===== src/rtl/qed_inst_constraint_mon_pkg.sv =====
// Package qed_inst_pkg: opcode, funct3 and funct7 constants, the canonical NOP word, the
// instruction class enum and the small legality helpers used by the single-lane decoder.
package qed_inst_pkg;

    localparam logic [6:0] OP_R     = 7'b0110011;
    localparam logic [6:0] OP_RW    = 7'b0111011;
    localparam logic [6:0] OP_I     = 7'b0010011;
    localparam logic [6:0] OP_IW    = 7'b0011011;
    localparam logic [6:0] OP_LOAD  = 7'b0000011;
    localparam logic [6:0] OP_STORE = 7'b0100011;

    localparam logic [2:0] F3_ADD = 3'b000;
    localparam logic [2:0] F3_SLL = 3'b001;
    localparam logic [2:0] F3_SR  = 3'b101;
    localparam logic [2:0] F3_W   = 3'b010;
    localparam logic [2:0] F3_D   = 3'b011;

    localparam logic [6:0] F7_BASE = 7'b0000000;
    localparam logic [6:0] F7_ALT  = 7'b0100000;
    localparam logic [6:0] F7_MEXT = 7'b0000001;

    localparam logic [31:0] NOP_WORD = 32'h0000_0013;

    typedef enum logic [2:0] {
        CLS_R       = 3'd0,
        CLS_I       = 3'd1,
        CLS_LS      = 3'd2,
        CLS_NOP     = 3'd3,
        CLS_ILLEGAL = 3'd4
    } inst_class_e;

    // True when a register index lies inside the QED partition [0, limit).
    function automatic logic reg_in_range(input logic [4:0] r, input int unsigned limit);
        return ({1'b0, r} < 6'(limit));
    endfunction

    // 64-bit ALU and M-extension encodings of opcode 0110011.
    function automatic logic r_legal(input logic [6:0] f7, input logic [2:0] f3);
        logic ok;
        case (f7)
            F7_BASE: ok = 1'b1;
            F7_MEXT: ok = 1'b1;
            F7_ALT:  ok = (f3 == F3_ADD) || (f3 == F3_SR);
            default: ok = 1'b0;
        endcase
        return ok;
    endfunction

    // 32-bit W forms of opcode 0111011 (ADDW/SUBW/SLLW/SRLW/SRAW and MULW/DIVW/DIVUW/REMW/REMUW).
    function automatic logic rw_legal(input logic [6:0] f7, input logic [2:0] f3);
        logic ok;
        case (f7)
            F7_BASE: ok = (f3 == F3_ADD) || (f3 == F3_SLL) || (f3 == F3_SR);
            F7_ALT:  ok = (f3 == F3_ADD) || (f3 == F3_SR);
            F7_MEXT: ok = (f3 == F3_ADD) || f3[2];
            default: ok = 1'b0;
        endcase
        return ok;
    endfunction

    // Immediate ALU ops except the shifts (funct3 001/101).
    function automatic logic i_legal(input logic [2:0] f3);
        return (f3 != F3_SLL) && (f3 != F3_SR);
    endfunction

endpackage


===== src/rtl/qed_inst_constraint_mon_if.sv =====
// Fetch-side bundle of the QED constraint monitor: per-lane valid bits, the packed
// instruction words, and the per-lane verdict returned by the monitor.
interface qed_inst_constraint_mon_if #(
    parameter int unsigned LANES = 2
) ();
    logic [LANES-1:0]    inst_valid;
    logic [32*LANES-1:0] inst;
    logic [LANES-1:0]    lane_ok;

    modport master (
        output inst_valid,
        output inst,
        input  lane_ok
    );

    modport slave (
        input  inst_valid,
        input  inst,
        output lane_ok
    );
endinterface


===== src/rtl/qed_inst_decode.sv =====
// Single-lane combinational classifier: maps one instruction word onto its QED class and
// reports whether it belongs to the allowed subset under the register-partition limit.
module qed_inst_decode
    import qed_inst_pkg::*;
#(
    parameter int unsigned REG_LIMIT = 16,
    parameter bit          ALLOW_DW  = 1'b1
) (
    input  logic [31:0] inst,
    output inst_class_e inst_class,
    output logic        allowed
);

    logic [6:0]  opcode_s;
    logic [4:0]  rd_s;
    logic [2:0]  f3_s;
    logic [4:0]  rs1_s;
    logic [4:0]  rs2_s;
    logic [6:0]  f7_s;
    logic        rd_ok_s;
    logic        rs1_ok_s;
    logic        rs2_ok_s;
    logic        ls_width_ok_s;
    logic        ls_base_ok_s;
    inst_class_e cls_s;

    assign opcode_s = inst[6:0];
    assign rd_s     = inst[11:7];
    assign f3_s     = inst[14:12];
    assign rs1_s    = inst[19:15];
    assign rs2_s    = inst[24:20];
    assign f7_s     = inst[31:25];

    assign rd_ok_s  = reg_in_range(rd_s, REG_LIMIT);
    assign rs1_ok_s = reg_in_range(rs1_s, REG_LIMIT);
    assign rs2_ok_s = reg_in_range(rs2_s, REG_LIMIT);

    // Loads/stores are restricted to x0-based addressing with a small non-negative offset.
    assign ls_width_ok_s = (f3_s == F3_W) || (ALLOW_DW && (f3_s == F3_D));
    assign ls_base_ok_s  = (rs1_s == 5'd0) && (inst[31:30] == 2'b00) && ls_width_ok_s;

    // Map the word onto its class; anything outside the subset is illegal.
    always_comb begin
        cls_s = CLS_ILLEGAL;
        if (inst == NOP_WORD) begin
            cls_s = CLS_NOP;
        end else begin
            case (opcode_s)
                OP_R: begin
                    if (r_legal(f7_s, f3_s) && rd_ok_s && rs1_ok_s && rs2_ok_s) cls_s = CLS_R;
                    else cls_s = CLS_ILLEGAL;
                end
                OP_RW: begin
                    if (rw_legal(f7_s, f3_s) && rd_ok_s && rs1_ok_s && rs2_ok_s) cls_s = CLS_R;
                    else cls_s = CLS_ILLEGAL;
                end
                OP_I: begin
                    if (i_legal(f3_s) && rd_ok_s && rs1_ok_s) cls_s = CLS_I;
                    else cls_s = CLS_ILLEGAL;
                end
                OP_IW: begin
                    if ((f3_s == F3_ADD) && rd_ok_s && rs1_ok_s) cls_s = CLS_I;
                    else cls_s = CLS_ILLEGAL;
                end
                OP_LOAD: begin
                    if (ls_base_ok_s && rd_ok_s) cls_s = CLS_LS;
                    else cls_s = CLS_ILLEGAL;
                end
                OP_STORE: begin
                    if (ls_base_ok_s && rs2_ok_s) cls_s = CLS_LS;
                    else cls_s = CLS_ILLEGAL;
                end
                default: cls_s = CLS_ILLEGAL;
            endcase
        end
    end

    assign inst_class = cls_s;
    assign allowed    = (cls_s != CLS_ILLEGAL);

endmodule


===== src/rtl/qed_inst_constraint_mon.sv =====
// Multi-lane QED fetch constraint monitor: per-lane legality verdicts, sticky violation with
// first-offender capture, saturating accepted-instruction count and an idle-run watchdog.
// Optional build macro QED_INST_ASSUME_EN turns each lane's legality into a formal assumption.
module qed_inst_constraint_mon
    import qed_inst_pkg::*;
#(
    parameter int unsigned LANES       = 2,
    parameter int unsigned REG_LIMIT   = 16,
    parameter bit          ALLOW_DW    = 1'b1,
    parameter int unsigned CNT_W       = 16,
    parameter int unsigned MAX_NOP_RUN = 64
) (
    input  logic                        clk,
    input  logic                        rst_n,
    input  logic                        clear,
    qed_inst_constraint_mon_if.slave    fetch,
    output logic                        violation,
    output logic [31:0]                 viol_inst,
    output logic [2:0]                  viol_lane,
    output logic [CNT_W-1:0]            acc_cnt,
    output logic                        nop_run_hit
);

    localparam int unsigned IDLE_W   = $clog2(MAX_NOP_RUN + 1);
    localparam int unsigned SUM_W    = CNT_W + 4;
    localparam logic [IDLE_W-1:0] IDLE_MAX = IDLE_W'(MAX_NOP_RUN);
    localparam logic [CNT_W-1:0]  CNT_MAX  = {CNT_W{1'b1}};

    inst_class_e        lane_cls_s [LANES];
    logic [LANES-1:0]   lane_allowed_s;
    logic [LANES-1:0]   is_nop_s;
    logic [LANES-1:0]   bad_s;
    logic               any_bad_s;
    logic               idle_s;
    logic [3:0]         pop_s;
    logic [2:0]         first_lane_s;
    logic [31:0]        first_inst_s;
    logic [SUM_W-1:0]   sum_s;
    logic [CNT_W-1:0]   acc_next_s;
    logic [IDLE_W-1:0]  idle_next_s;

    logic               violation_r;
    logic [31:0]        viol_inst_r;
    logic [2:0]         viol_lane_r;
    logic [CNT_W-1:0]   acc_cnt_r;
    logic               nop_run_hit_r;
    logic [IDLE_W-1:0]  idle_cnt_r;

    for (genvar g = 0; g < LANES; g++) begin : g_lane
        qed_inst_decode #(
            .REG_LIMIT (REG_LIMIT),
            .ALLOW_DW  (ALLOW_DW)
        ) u_dec (
            .inst       (fetch.inst[32*g +: 32]),
            .inst_class (lane_cls_s[g]),
            .allowed    (lane_allowed_s[g])
        );
        assign is_nop_s[g] = (lane_cls_s[g] == CLS_NOP);
    end

    assign fetch.lane_ok = fetch.inst_valid & lane_allowed_s;
    assign bad_s         = fetch.inst_valid & ~lane_allowed_s;
    assign any_bad_s     = |bad_s;
    assign idle_s        = &(~fetch.inst_valid | is_nop_s);

    // Count accepted lanes and pick the lowest-index offender (scan high to low, last hit wins).
    always_comb begin
        pop_s        = 4'd0;
        first_lane_s = 3'd0;
        first_inst_s = 32'd0;
        for (int i = LANES - 1; i >= 0; i--) begin
            pop_s = pop_s + {3'b000, fetch.lane_ok[i]};
            if (bad_s[i]) begin
                first_lane_s = 3'(i);
                first_inst_s = fetch.inst[32*i +: 32];
            end else begin
                first_lane_s = first_lane_s;
                first_inst_s = first_inst_s;
            end
        end
    end

    // Saturating accumulate: a partial add that would overflow clamps to all-ones.
    always_comb begin
        sum_s = SUM_W'(acc_cnt_r) + SUM_W'(pop_s);
        if (sum_s > SUM_W'(CNT_MAX)) begin
            acc_next_s = CNT_MAX;
        end else begin
            acc_next_s = sum_s[CNT_W-1:0];
        end
    end

    // Idle-run counter: climbs on idle cycles up to the limit, drops to zero on real work.
    always_comb begin
        if (!idle_s) begin
            idle_next_s = {IDLE_W{1'b0}};
        end else if (idle_cnt_r == IDLE_MAX) begin
            idle_next_s = IDLE_MAX;
        end else begin
            idle_next_s = idle_cnt_r + {{(IDLE_W-1){1'b0}}, 1'b1};
        end
    end

    // Sticky status, first-offender capture, counters; reset and clear override everything.
    always_ff @(posedge clk) begin
        if (!rst_n || clear) begin
            violation_r   <= 1'b0;
            viol_inst_r   <= 32'd0;
            viol_lane_r   <= 3'd0;
            acc_cnt_r     <= {CNT_W{1'b0}};
            nop_run_hit_r <= 1'b0;
            idle_cnt_r    <= {IDLE_W{1'b0}};
        end else begin
            if (any_bad_s) begin
                violation_r <= 1'b1;
                if (!violation_r) begin
                    viol_inst_r <= first_inst_s;
                    viol_lane_r <= first_lane_s;
                end
            end
            acc_cnt_r  <= acc_next_s;
            idle_cnt_r <= idle_next_s;
            if (idle_s && (idle_next_s == IDLE_MAX)) begin
                nop_run_hit_r <= 1'b1;
            end
        end
    end

    assign violation   = violation_r;
    assign viol_inst   = viol_inst_r;
    assign viol_lane   = viol_lane_r;
    assign acc_cnt     = acc_cnt_r;
    assign nop_run_hit = nop_run_hit_r;

`ifdef QED_INST_ASSUME_EN
    for (genvar a = 0; a < LANES; a++) begin : g_assume
        lane_legal_a: assume property (@(posedge clk) !fetch.inst_valid[a] || fetch.lane_ok[a]);
    end
`else
    // Pure monitor build: illegal fetches are reported through violation only.
`endif

endmodule


===== src/flat_wrapper.sv =====
// flat-port wrapper written by rule: the top's interface ports become plain ports
module qed_inst_constraint_mon_flat import qed_inst_pkg::*;
#(
    parameter int unsigned LANES       = 2,
    parameter int unsigned REG_LIMIT   = 16,
    parameter bit          ALLOW_DW    = 1'b1,
    parameter int unsigned CNT_W       = 16,
    parameter int unsigned MAX_NOP_RUN = 64
)
  (clk, rst_n, clear, violation, viol_inst, viol_lane, acc_cnt, nop_run_hit, fetch_inst_valid, fetch_inst, fetch_lane_ok);
  qed_inst_constraint_mon_if #(.LANES(LANES)) fetch_i ();
  input  logic clk;
  input  logic rst_n;
  input  logic clear;
  output logic violation;
  output logic [31:0] viol_inst;
  output logic [2:0] viol_lane;
  output logic [CNT_W-1:0] acc_cnt;
  output logic nop_run_hit;
  input wire logic [$bits(fetch_i.inst_valid)-1:0] fetch_inst_valid;
  input wire logic [$bits(fetch_i.inst)-1:0] fetch_inst;
  output wire logic [$bits(fetch_i.lane_ok)-1:0] fetch_lane_ok;
  assign fetch_i.inst_valid = fetch_inst_valid;
  assign fetch_i.inst = fetch_inst;
  assign fetch_lane_ok = fetch_i.lane_ok;
  qed_inst_constraint_mon #(.LANES(LANES), .REG_LIMIT(REG_LIMIT), .ALLOW_DW(ALLOW_DW), .CNT_W(CNT_W), .MAX_NOP_RUN(MAX_NOP_RUN)) u_core (.clk(clk), .rst_n(rst_n), .clear(clear), .fetch(fetch_i), .violation(violation), .viol_inst(viol_inst), .viol_lane(viol_lane), .acc_cnt(acc_cnt), .nop_run_hit(nop_run_hit));
endmodule

===== config.mk =====
export PLATFORM = sky130hd
export DESIGN_NAME = qed_inst_constraint_mon_flat
export DESIGN_NICKNAME = d
export VERILOG_FILES = /design/src/rtl/qed_inst_constraint_mon_pkg.sv /design/src/rtl/qed_inst_constraint_mon_if.sv /design/src/rtl/qed_inst_decode.sv /design/src/rtl/qed_inst_constraint_mon.sv /design/src/flat_wrapper.sv
export SDC_FILE = /design/constraint.sdc
export NUM_CORES = 1
export LEC_CHECK = 0
export CAP_MARGIN = 20
export CORE_AREA = 10 10 92 114
export DETAILED_ROUTE_END_ITERATION = 10
export DIE_AREA = 0 0 102 124
export PLACE_DENSITY = 0.76
export SETUP_SLACK_MARGIN = 0.15
export SYNTH_ARGS = -nofsm -noshare
export SYNTH_HDL_FRONTEND = slang
export SYNTH_SLANG_ARGS = --single-unit
export TNS_END_PERCENT = 1

===== constraint.sdc =====
create_clock -name clk -period 4.7 [get_ports clk]
set_clock_uncertainty 0.15 [all_clocks]
set_input_delay 1.175 -clock clk [delete_from_list [all_inputs] [get_ports clk]]
set_output_delay 1.175 -clock clk [all_outputs]
set_load 0.01 [all_outputs]

After elaboration in Yosys (flattened, before gate mapping)
Index checks and enable logic that the tools add are counted.
{"block": "word_totals", "ff_bits": 60, "inputBits": 69, "output_inout_bits": 55}
{"block": "classes", "addsub": 3, "order_cmp": 7, "n_eq_ne": 36, "muxes": 35, "bitwise_logic": 6, "reduce_logical": 56}
{"cell": "$eq A32 B5 Y1 const B", "count": 2}
{"cell": "$mux W32", "count": 2}
{"cell": "$eq A7 B6 Y1 const B", "count": 8}
{"cell": "$mux W3", "count": 14}
{"cell": "$pmux W3 S6", "count": 2}
{"cell": "$logic_and A1 B1 Y1", "count": 31}
{"cell": "$lt A5 B5 Y1 const B", "count": 6}
{"cell": "$eq A7 B5 Y1 const B", "count": 4}
{"cell": "$gt A20 B16 Y1 const B", "count": 1}
{"cell": "$eq A3 B2 Y1 const B", "count": 6}
{"cell": "$add A16 B4 Y17", "count": 1}
{"cell": "$mux W16", "count": 1}
{"cell": "$eq A7 B1 Y1 const B", "count": 2}
{"cell": "$eq A7 B2 Y1 const B", "count": 2}
{"cell": "$eq A7 B7 Y1 const B", "count": 2}
{"cell": "$logic_not A7 Y1", "count": 2}
{"cell": "$mux W7", "count": 2}
{"cell": "$ne A3 B3 Y1 const B", "count": 4}
{"cell": "$logic_or A1 B1 Y1", "count": 11}
{"cell": "$logic_not A5 Y1", "count": 2}
{"cell": "$mux W1", "count": 10}
{"cell": "$add A7 B1 Y7 const B", "count": 1}
{"cell": "$eq A3 B1 Y1 const B", "count": 2}
{"cell": "$eq A3 B3 Y1 const B", "count": 2}
{"cell": "other kinds (13)", "count": 23}

Depth between registers and ports, before layout
Gate-level depths: netlist of the first run.
{"block": "logic_depth", "depth_word": 18, "mapped_depth": 13}

Modules after synthesis
Synthesis of the first run repeated with hierarchy kept, for this count alone.
{"block": "hier_totals", "cells_unflattened": 355, "hier_area_um2": 3072.9}
{"module": "qed_inst_constraint_mon", "instances": 1, "cells_each": 268, "area_each_um2": 2503.7, "seq_area_each_um2": 1161.1}
{"module": "qed_inst_decode (u_core.g_lane[1].u_dec)", "instances": 1, "cells_each": 43, "area_each_um2": 290.3, "seq_area_each_um2": 0.0}
{"module": "qed_inst_decode (u_core.g_lane[0].u_dec)", "instances": 1, "cells_each": 44, "area_each_um2": 279.0, "seq_area_each_um2": 0.0}

Worst setup path before layout of the first run
OpenSTA, ideal clock, no wires.
{"block": "synth_timing", "path_kind": "input to register", "start": "input fetch_inst[37]", "end": "register u_core.acc_cnt_r[10] (netlist: u_core.acc_cnt[10])", "setup_time_ns": 0.133, "arrival_ns": 4.104, "slack_ns": 0.314, "path_stages": 13, "cell_sequence": "clkbuf_1 mux2i_1 a41o_1 o41ai_1 nor4b_1 ha_1 ha_1 fa_1 nand2_1 nor3_1 nand4_1 clkbuf_1 a21oi_1"}
{"block": "synth_between", "elab_chain_len": 9, "word_cells_on_any_way": 15, "cone_classes": "add/sub: 2; order compare: 1; eq/ne: 8; mux: 3; bitwise: 1"}
{"element": "from (decl)", "line": "flat_wrapper.sv:21", "text": "input wire logic [$bits(fetch_i.inst)-1:0] fetch_inst;"}
{"element": "$eq A7 B6 Y1, or another cell as far along", "line": "qed_inst_decode.sv:48", "text": "case (opcode_s)"}
{"element": "$pmux W3 S6", "line": "qed_inst_decode.sv:48"}
{"element": "$mux W3 *", "line": "qed_inst_decode.sv:45", "text": "if (inst == NOP_WORD) begin"}
{"element": "$ne A3 B3 Y1 *", "line": "qed_inst_decode.sv:79", "text": "assign allowed = (cls_s != CLS_ILLEGAL);"}
{"element": "$and A2 B2 Y2 *", "line": "qed_inst_constraint_mon.sv:61", "text": "assign fetch.lane_ok = fetch.inst_valid & lane_allowed_s;"}
{"element": "named net fetch_lane_ok[1]", "line": "flat_wrapper.sv:22", "text": "output wire logic [$bits(fetch_i.lane_ok)-1:0] fetch_lane_ok;"}
{"element": "$add A1 B1 Y2 *", "line": "qed_inst_constraint_mon.sv:72", "text": "pop_s = pop_s + {3'b000, fetch.lane_ok[i]};"}
{"element": "$add A16 B4 Y17 *", "line": "qed_inst_constraint_mon.sv:85", "text": "sum_s = SUM_W'(acc_cnt_r) + SUM_W'(pop_s);"}
{"element": "$gt A20 B16 Y1", "line": "qed_inst_constraint_mon.sv:86", "text": "if (sum_s > SUM_W'(CNT_MAX)) begin"}
{"element": "$mux W16 *", "line": "qed_inst_constraint_mon.sv:86"}
{"element": "to (signal assigned)", "line": "qed_inst_constraint_mon.sv:110", "text": "acc_cnt_r <= {CNT_W{1'b0}};"}
{"element": "to (signal assigned)", "line": "qed_inst_constraint_mon.sv:121", "text": "acc_cnt_r <= acc_next_s;"}
{"element": "to (decl)", "line": "qed_inst_constraint_mon.sv:45", "text": "logic [CNT_W-1:0] acc_cnt_r;"}
The timed path passes the listed nets; every way through them passes the cells marked *.
A chain may end at the register's enable or synchronous reset.

Worst setup path after layout of the first run
{"block": "layout_timing", "start": "input fetch_inst[27]", "end": "output fetch_lane_ok[0]"}
{"block": "layout_between", "elab_chain_len": 13, "word_cells_on_any_way": 23, "cone_classes": "eq/ne: 4; mux: 10; bitwise: 1; reduce/logical: 8"}
{"element": "$eq A7 B1 Y1 / $logic_not A7 Y1 (equally long branches)", "line": "qed_inst_constraint_mon_pkg.sv:40, qed_inst_constraint_mon_pkg.sv:52"}
{"element": "$reduce_or A2 Y1 (no line)"}
{"element": "$pmux W1 S2", "line": "qed_inst_constraint_mon_pkg.sv:40", "text": "case (f7)"}
{"element": "$mux W1", "line": "qed_inst_decode.sv:48"}
{"element": "$mux W1", "line": "qed_inst_decode.sv:45"}
{"element": "$logic_and A1 B1 Y1 (3 in a row)", "line": "qed_inst_decode.sv:50", "text": "if (r_legal(f7_s, f3_s) && rd_ok_s && rs1_ok_s && rs2_ok_s) cls_s = CLS_R;"}
{"element": "$mux W3", "line": "qed_inst_decode.sv:50"}
{"element": "$pmux W3 S6", "line": "qed_inst_decode.sv:48"}
{"element": "$mux W3 *", "line": "qed_inst_decode.sv:45"}
{"element": "$ne A3 B3 Y1 *", "line": "qed_inst_decode.sv:79"}
{"element": "$and A2 B2 Y2 *", "line": "qed_inst_constraint_mon.sv:61"}
{"element": "to (decl)", "line": "flat_wrapper.sv:22"}
Every way passes the cells marked *; elsewhere a longest branch is shown, timed or not. The select of a mux whose other input is x is not followed.

==> flow_metrics.tcl, run 1 <==
set metrics [dict create \
    fmax_mhz 227.7 \
    area.growth.synth_to_final_pct 51.78 \
    drive_gt1_share_pct 13.95 \
    grt_pass1_vias 3363 \
    wl_per_cell_um 21.12 \
    cp_max_fo 2 \
    cap_violations 0 \
    synth.area.top_cells "dfxtp_1 (36%), o221a_1 (11%), o21a_1 (7.2%)" \
    die_x_um 102 \
    ys.flop_type "dfxtp_1" \
    clkTransAtPathRegs_ps 70 \
    worstPathCellList "clkdlybuf4s50_1, nor3_2, nand2_1, o311a_4, nor3_1, o211a_1, dlygate4sd2_1" \
    hold_violations 0 \
    cts_max_level 3 \
    netlist_area_um2 3233 \
    root_buffer "clkbuf_8" \
    gp_congestion 0.9197 \
    dr.pass1.iters 4 \
    core_area_um2 8240 \
    postCtsHoldBufs 0 \
    cts_sinks 58 \
    setup_viol 0 \
    ys_seq_area_share_pct 35.91 \
    grt_max_degree 37 \
    synth_edf_count 0 \
    synth_compound_area_share_pct 31.31 \
    clock_insertion_delay_worst_skew_ps 350 \
    min_period_ps 4392 \
    status "complete, no violations" \
    synth_top_family_by_area "compound AO/OA/AOI/OAI gates" \
    antenna_cells 0 \
    dp_slack_ps -31.33 \
    critPathTopFamily "buffers and inverters" \
    die-area_um2 12650 \
    drc 0 \
    synth_largest_area_cell "dfxtp_1" \
    avgSynthCellArea_um2 9.797 \
    routed_wl_mm 12.04 \
    synth_cell_types 65 \
    dpl.hpwl_mm 9.101 \
    synth-xor-area-share_pct 4.063 \
    antenna_found_initial 0 \
    slowest_delay_ps 430 \
    port_buffers 121 \
    timing.slew.headroom_pct 55.70 \
    yosysMostFrequentCell "dfxtp_1" \
    synthArstFlopShare_pct 0 \
    clock_path_buffers 2 \
    leakagePower_nw 1.826 \
    rsz0062_at_grt "yes" \
    tightest_slew_ps 664.5 \
    slowest_stage "clkdlybuf4s50_1" \
    crit_required_ps 3380 \
    yosys.area.top_type_share_pct 35.91 \
    placed_area_um2 4626 \
    power_density_nw_per_um2 237.6 \
    rows 37 \
    grt_use_total_pct 18.29 \
    synth_fa_ha_area_share_pct 2.554 \
    cp-end-kind "output pin" \
    initial_utilization_pct 39.23 \
    grt_pass1_wl_mm 18.26 \
    vias_per_cell 5.826 \
    cts_tree "yes" \
    ys_ff_latch 58 \
    cp.buffers_inverters 2 \
    worst_setup_path_start_kind "input port" \
    die-height_um 124 \
    synth_warnings 0 \
    syn-instance-count 330 \
    postRouteAntennaNets 0 \
    vias 3321 \
    layout_setup_ws_ps 308.5 \
    arrival_ps 3070 \
    drv_slew 0 \
    pin_count 124 \
    numCtsBuffers 9 \
    finalCritPeriodShare_pct 93.44 \
    crit_type "in2out" \
    synth_common_cells "dfxtp_1 (58), o221a_1 (32), o21a_1 (31)" \
    synthMuxAreaShare_pct 1.625 \
    vdd_drop_max_uv 117.3 \
    nFillCells 714 \
    hold_path.class "reg2reg" \
    post-route-cell-area_um2 4907 \
    gr-total-overflow 0 \
    first_iter_violations 170 \
    synth-simple-area-share_pct 19.31 \
    nets 543 \
]
## cell families (layout without fill, tap and decap cells)
kind of cell             Yosys count  in the layout
XOR/XNOR                          15             15
flip-flops                        58             58
AND/OR/NAND/NOR                  102            102
AO/OA/AOI/OAI                    114            114
buffers and inverters             29            171
other                              1              2
multiplexers                       5              5
adder cells (fa/ha/maj)            6              6
## cells in the final DEF, fill, tap and decap left out, types with 3 or more instances in the layout
cell	instances
o211a_1	3
nand4b_1	3
clkinv_2	3
o221a_1	32
o21ai_0	3
nand4_1	7
dlygate4sd2_1	3
buf_4	24
nor4_1	7
xnor2_1	4
ha_1	5
a31oi_1	3
nor2_1	15
inv_1	9
clkdlybuf4s50_1	112
dlymetal6s2s_1	6
dfxtp_1	58
nor3_2	4
clkbuf_8	10
nor2b_1	4
o21a_1	31
and3_1	3
a21oi_1	17
nand2_1	9
nand3_1	13
xor2_1	11
nor3_1	10
nand2b_1	4
mux2i_1	3
## where the power goes
group          leakage [nW]  switching (mW)  internal [mW]
Sequential            0.472          0.0102          0.509
Combinational          1.27           0.110          0.125
Clock                0.0851           0.209          0.203
Total                  1.83           0.329          0.837
## final timing paths
kind | from | end | slack, ps | cells past startpoint
hold / removal | u_core.nop_run_hit | u_core.nop_run_hit | 330 | 1
hold reg to reg | u_core.nop_run_hit | u_core.nop_run_hit | 330 | 1
setup / recovery | fetch_inst[27] | fetch_lane_ok[0] | 310 | 7
setup reg to reg | u_core.acc_cnt[2] | u_core.acc_cnt[1] | 2680 | 6
## per-layer routing
metal | track usage [%] | vias up | wire [um]
met2 | 30.52 | 126 | 5990
li1 | - | 1578 | -
met4 | 6.184 | 0 | 156
met3 | 8.366 | 14 | 1235
met1 | 20.18 | 1603 | 4657
met5 | 0 | - | 0
## registers in the layout, indices dropped and copies added, names as in the netlist
register and cells:
u_core.acc_cnt 16, u_core.idle_cnt_r 7, u_core.nop_run_hit 1, u_core.viol_inst 32, u_core.viol_lane 1, u_core.violation 1
## repair_timing
action | CTS | global route
setup buffers | 0 | 2
resized for setup | 9 | 13
pin swaps | 0 | 2
cloned | 0 | 0
setup endpoints to repair | 2 | 14
## stage by stage
step	std cells	util (%)	TNS, ps	hold slack, ps	power, mW
after CTS	568	58.56	0	329.9	1.169
after global placement	552	56.13	-40.53	296.0	0.7547
after floorplan	331	-	0	302.9	0.6217
final	570	59.55	0	326.7	1.166
after global routing	570	59.55	0	371.7	1.208
after detailed placement	552	56.13	-76.12	312.4	0.7574
## area by class of cell
class	count	area, um2	share of cell area, %
clock inverter	5	30.03	0.6119
multi-input combinational	244	1997	40.69
tap	97	121.4	2.473
inverter	9	33.78	0.6884
sequential	58	1161	23.66
timing repair buffer	146	1423	28.99
clock buffer	11	141.4	2.881
(Power assumes the default switching activity.)
==> inputs of run 2 (changes only) <==
--- a/config.mk
+++ b/config.mk
@@ -6,10 +6,10 @@
 export NUM_CORES = 1
 export LEC_CHECK = 0
 export CAP_MARGIN = 20
-export CORE_AREA = 10 10 92 114
+export CORE_AREA = 10 10 104 130
 export DETAILED_ROUTE_END_ITERATION = 10
-export DIE_AREA = 0 0 102 124
-export PLACE_DENSITY = 0.76
+export DIE_AREA = 0 0 114 140
+export PLACE_DENSITY = 0.61
 export SETUP_SLACK_MARGIN = 0.15
 export SYNTH_ARGS = -nofsm -noshare
 export SYNTH_HDL_FRONTEND = slang
==> constraint.sdc (replaced) <==
create_clock -name clk -period 5.2 [get_ports clk]
set_clock_uncertainty 0.15 [all_clocks]
set_input_delay 1.3 -clock clk [delete_from_list [all_inputs] [get_ports clk]]
set_output_delay 1.3 -clock clk [all_outputs]
set_load 0.01 [all_outputs]
==> flow_metrics.tcl, run 2 (synthesized netlist as in run 1, its figures left out) <==
set metrics [dict create \
    status "complete, no violations" \
    first_iter_violations 125 \
    gp_congestion 0.8786 \
    hold_start "u_core.nop_run_hit" \
    hold_violations 0 \
    ff2ff_setup_slack_ps 3190 \
    post-route-cell-area_um2 5035 \
    clkTransAtPathRegs_ps 50 \
    core_area_um2 10980 \
    rsz0062_at_grt "yes" \
    grt_max_degree 37 \
    worst_setup_path_start_kind "input port" \
    antenna_cells 0 \
    timing.slew.headroom_pct 56.59 \
    tightest_slew_ps 645.2 \
    rows 43 \
    grt_pass1_wl_mm 19.35 \
    initial_utilization_pct 29.46 \
    vias 3233 \
    clock_path_buffers 2 \
    largest_reg_flops 32 \
    grt_use_total_pct 15.14 \
    cts_sinks 58 \
    cts_max_level 3 \
    die_x_um 114 \
    dp.cells 579 \
    layout_setup_ws_ps 253.1 \
    reg2reg_to "u_core.acc_cnt[12]" \
    vdd_drop_max_uv 152.7 \
    placed_area_um2 4578 \
    cts_tree "yes" \
    layout_common_cells "clkdlybuf4s50_1 (118), dfxtp_1 (58), o221a_1 (32)" \
    port_buffers 121 \
    cp-end-kind "output pin" \
    numCtsBuffers 9 \
    wl_per_cell_um 20.72 \
    grt_pass1_vias 3554 \
    nets 532 \
    antenna_found_initial 0 \
    hold-path-cell-count 1 \
    leakagePower_nw 1.813 \
    die-area_um2 15960 \
    crit_required_ps 3750 \
    vias_per_cell 5.415 \
    die-height_um 140 \
    power_density_nw_per_um2 273.9 \
    area.growth.synth_to_final_pct 55.73 \
    drc 0 \
    cap_violations 0 \
    arrival_ps 3500 \
    setup_viol 0 \
    finalCritPeriodShare_pct 95.13 \
    gr-total-overflow 0 \
    final_cell_count_no_fill 597 \
    fin_util_pct 45.87 \
    cp_max_fo 4 \
    r2r.worst_path.cells 7 \
    layout_commonest_cell "clkdlybuf4s50_1" \
    dr.pass1.iters 4 \
    fmax_mhz 202.1 \
    drv_slew 0 \
    dp_slack_ps -191.3 \
    clock_insertion_delay_worst_skew_ps 320 \
    nFillCells 1075 \
    drive_gt1_share_pct 11.90 \
    hold-path-endpoint "u_core.nop_run_hit" \
    pin_count 124 \
    routed_wl_mm 12.37 \
    root_buffer "clkbuf_16" \
    power_mw 1.379 \
    min_period_ps 4947 \
    worstReg2RegStart "u_core.acc_cnt[0]" \
    hold_path.class "reg2reg" \
    postRouteAntennaNets 0 \
    dpl.hpwl_mm 9.462 \
    crit_type "in2out" \
]
run 2: cell types whose count changed in the layout (fill, tap and decap cells not counted), moves of 2 or more:
cell and delta:
clkinvlp_4 -2, bufinv_16 +3, buf_4 -10, clkbuf_8 -8, dlymetal6s2s_1 -3, clkdlybuf4s50_1 +6
clkbuf_16 +9, dlygate4sd2_1 -3
run 2: routing by layer:
layer,wire length [um],track usage (%),vias to the layer above
met5,0,0,-
met2,6110,25.44,114
met1,4699,16.10,1539
met4,301,6.411,0
met3,1261,6.453,22
li1,-,-,1558
run 2: layout make-up:
type	instances	area (um2)	area share, %
Clock inverter	5	100.1	1.988
Clock buffer	11	252.7	5.020
Timing Repair Buffer	135	1324	26.29
Tap cell	135	168.9	3.355
Sequential cell	58	1161	23.06
Multi-Input combinational cell	244	1994	39.61
Inverter	9	33.78	0.6710
run 2: what timing repair did:
item,CTS,global route
pin swaps,1,2
buffers inserted,0,2
setup endpoints to repair,1,2
gates resized for setup,3,13
hold buffers,0,0
run 2: how the worst max path moves through the flow:
stage	slack (ps)	end	start
floorplan	690	u_core.acc_cnt[10]	fetch_inst[37]
global placement	-70	fetch_lane_ok[1]	fetch_inst[46]
detailed placement	-190	fetch_lane_ok[1]	fetch_inst[46]
CTS	150	fetch_lane_ok[0]	fetch_inst[13]
global route	140	fetch_lane_ok[1]	fetch_inst[45]
finish	250	fetch_lane_ok[1]	fetch_inst[34]
run 2: metrics by stage:
stage | setup TNS, ps | hold WS (ps)
CTS | 0 | 332.3
detailed placement | -212.7 | 319.8
global route | 0 | 377.0
global placement | -67.15 | 298.9
finish | 0 | 327.7
floorplan | 0 | 302.9
run 2: power breakdown:
group	internal [mW]	total (mW)	switching, mW
sequential	0.460	0.469	0.00898
clock	0.492	0.699	0.207
combinational	0.111	0.210	0.0993
run 2: worst max-delay path: stages:
cell and delay (ps):
clkdlybuf4s50_1 470, nand4b_1 290, o311a_1 390, a211oi_2 290, nor4b_2 100, buf_4 170
clkdlybuf4s50_1 480
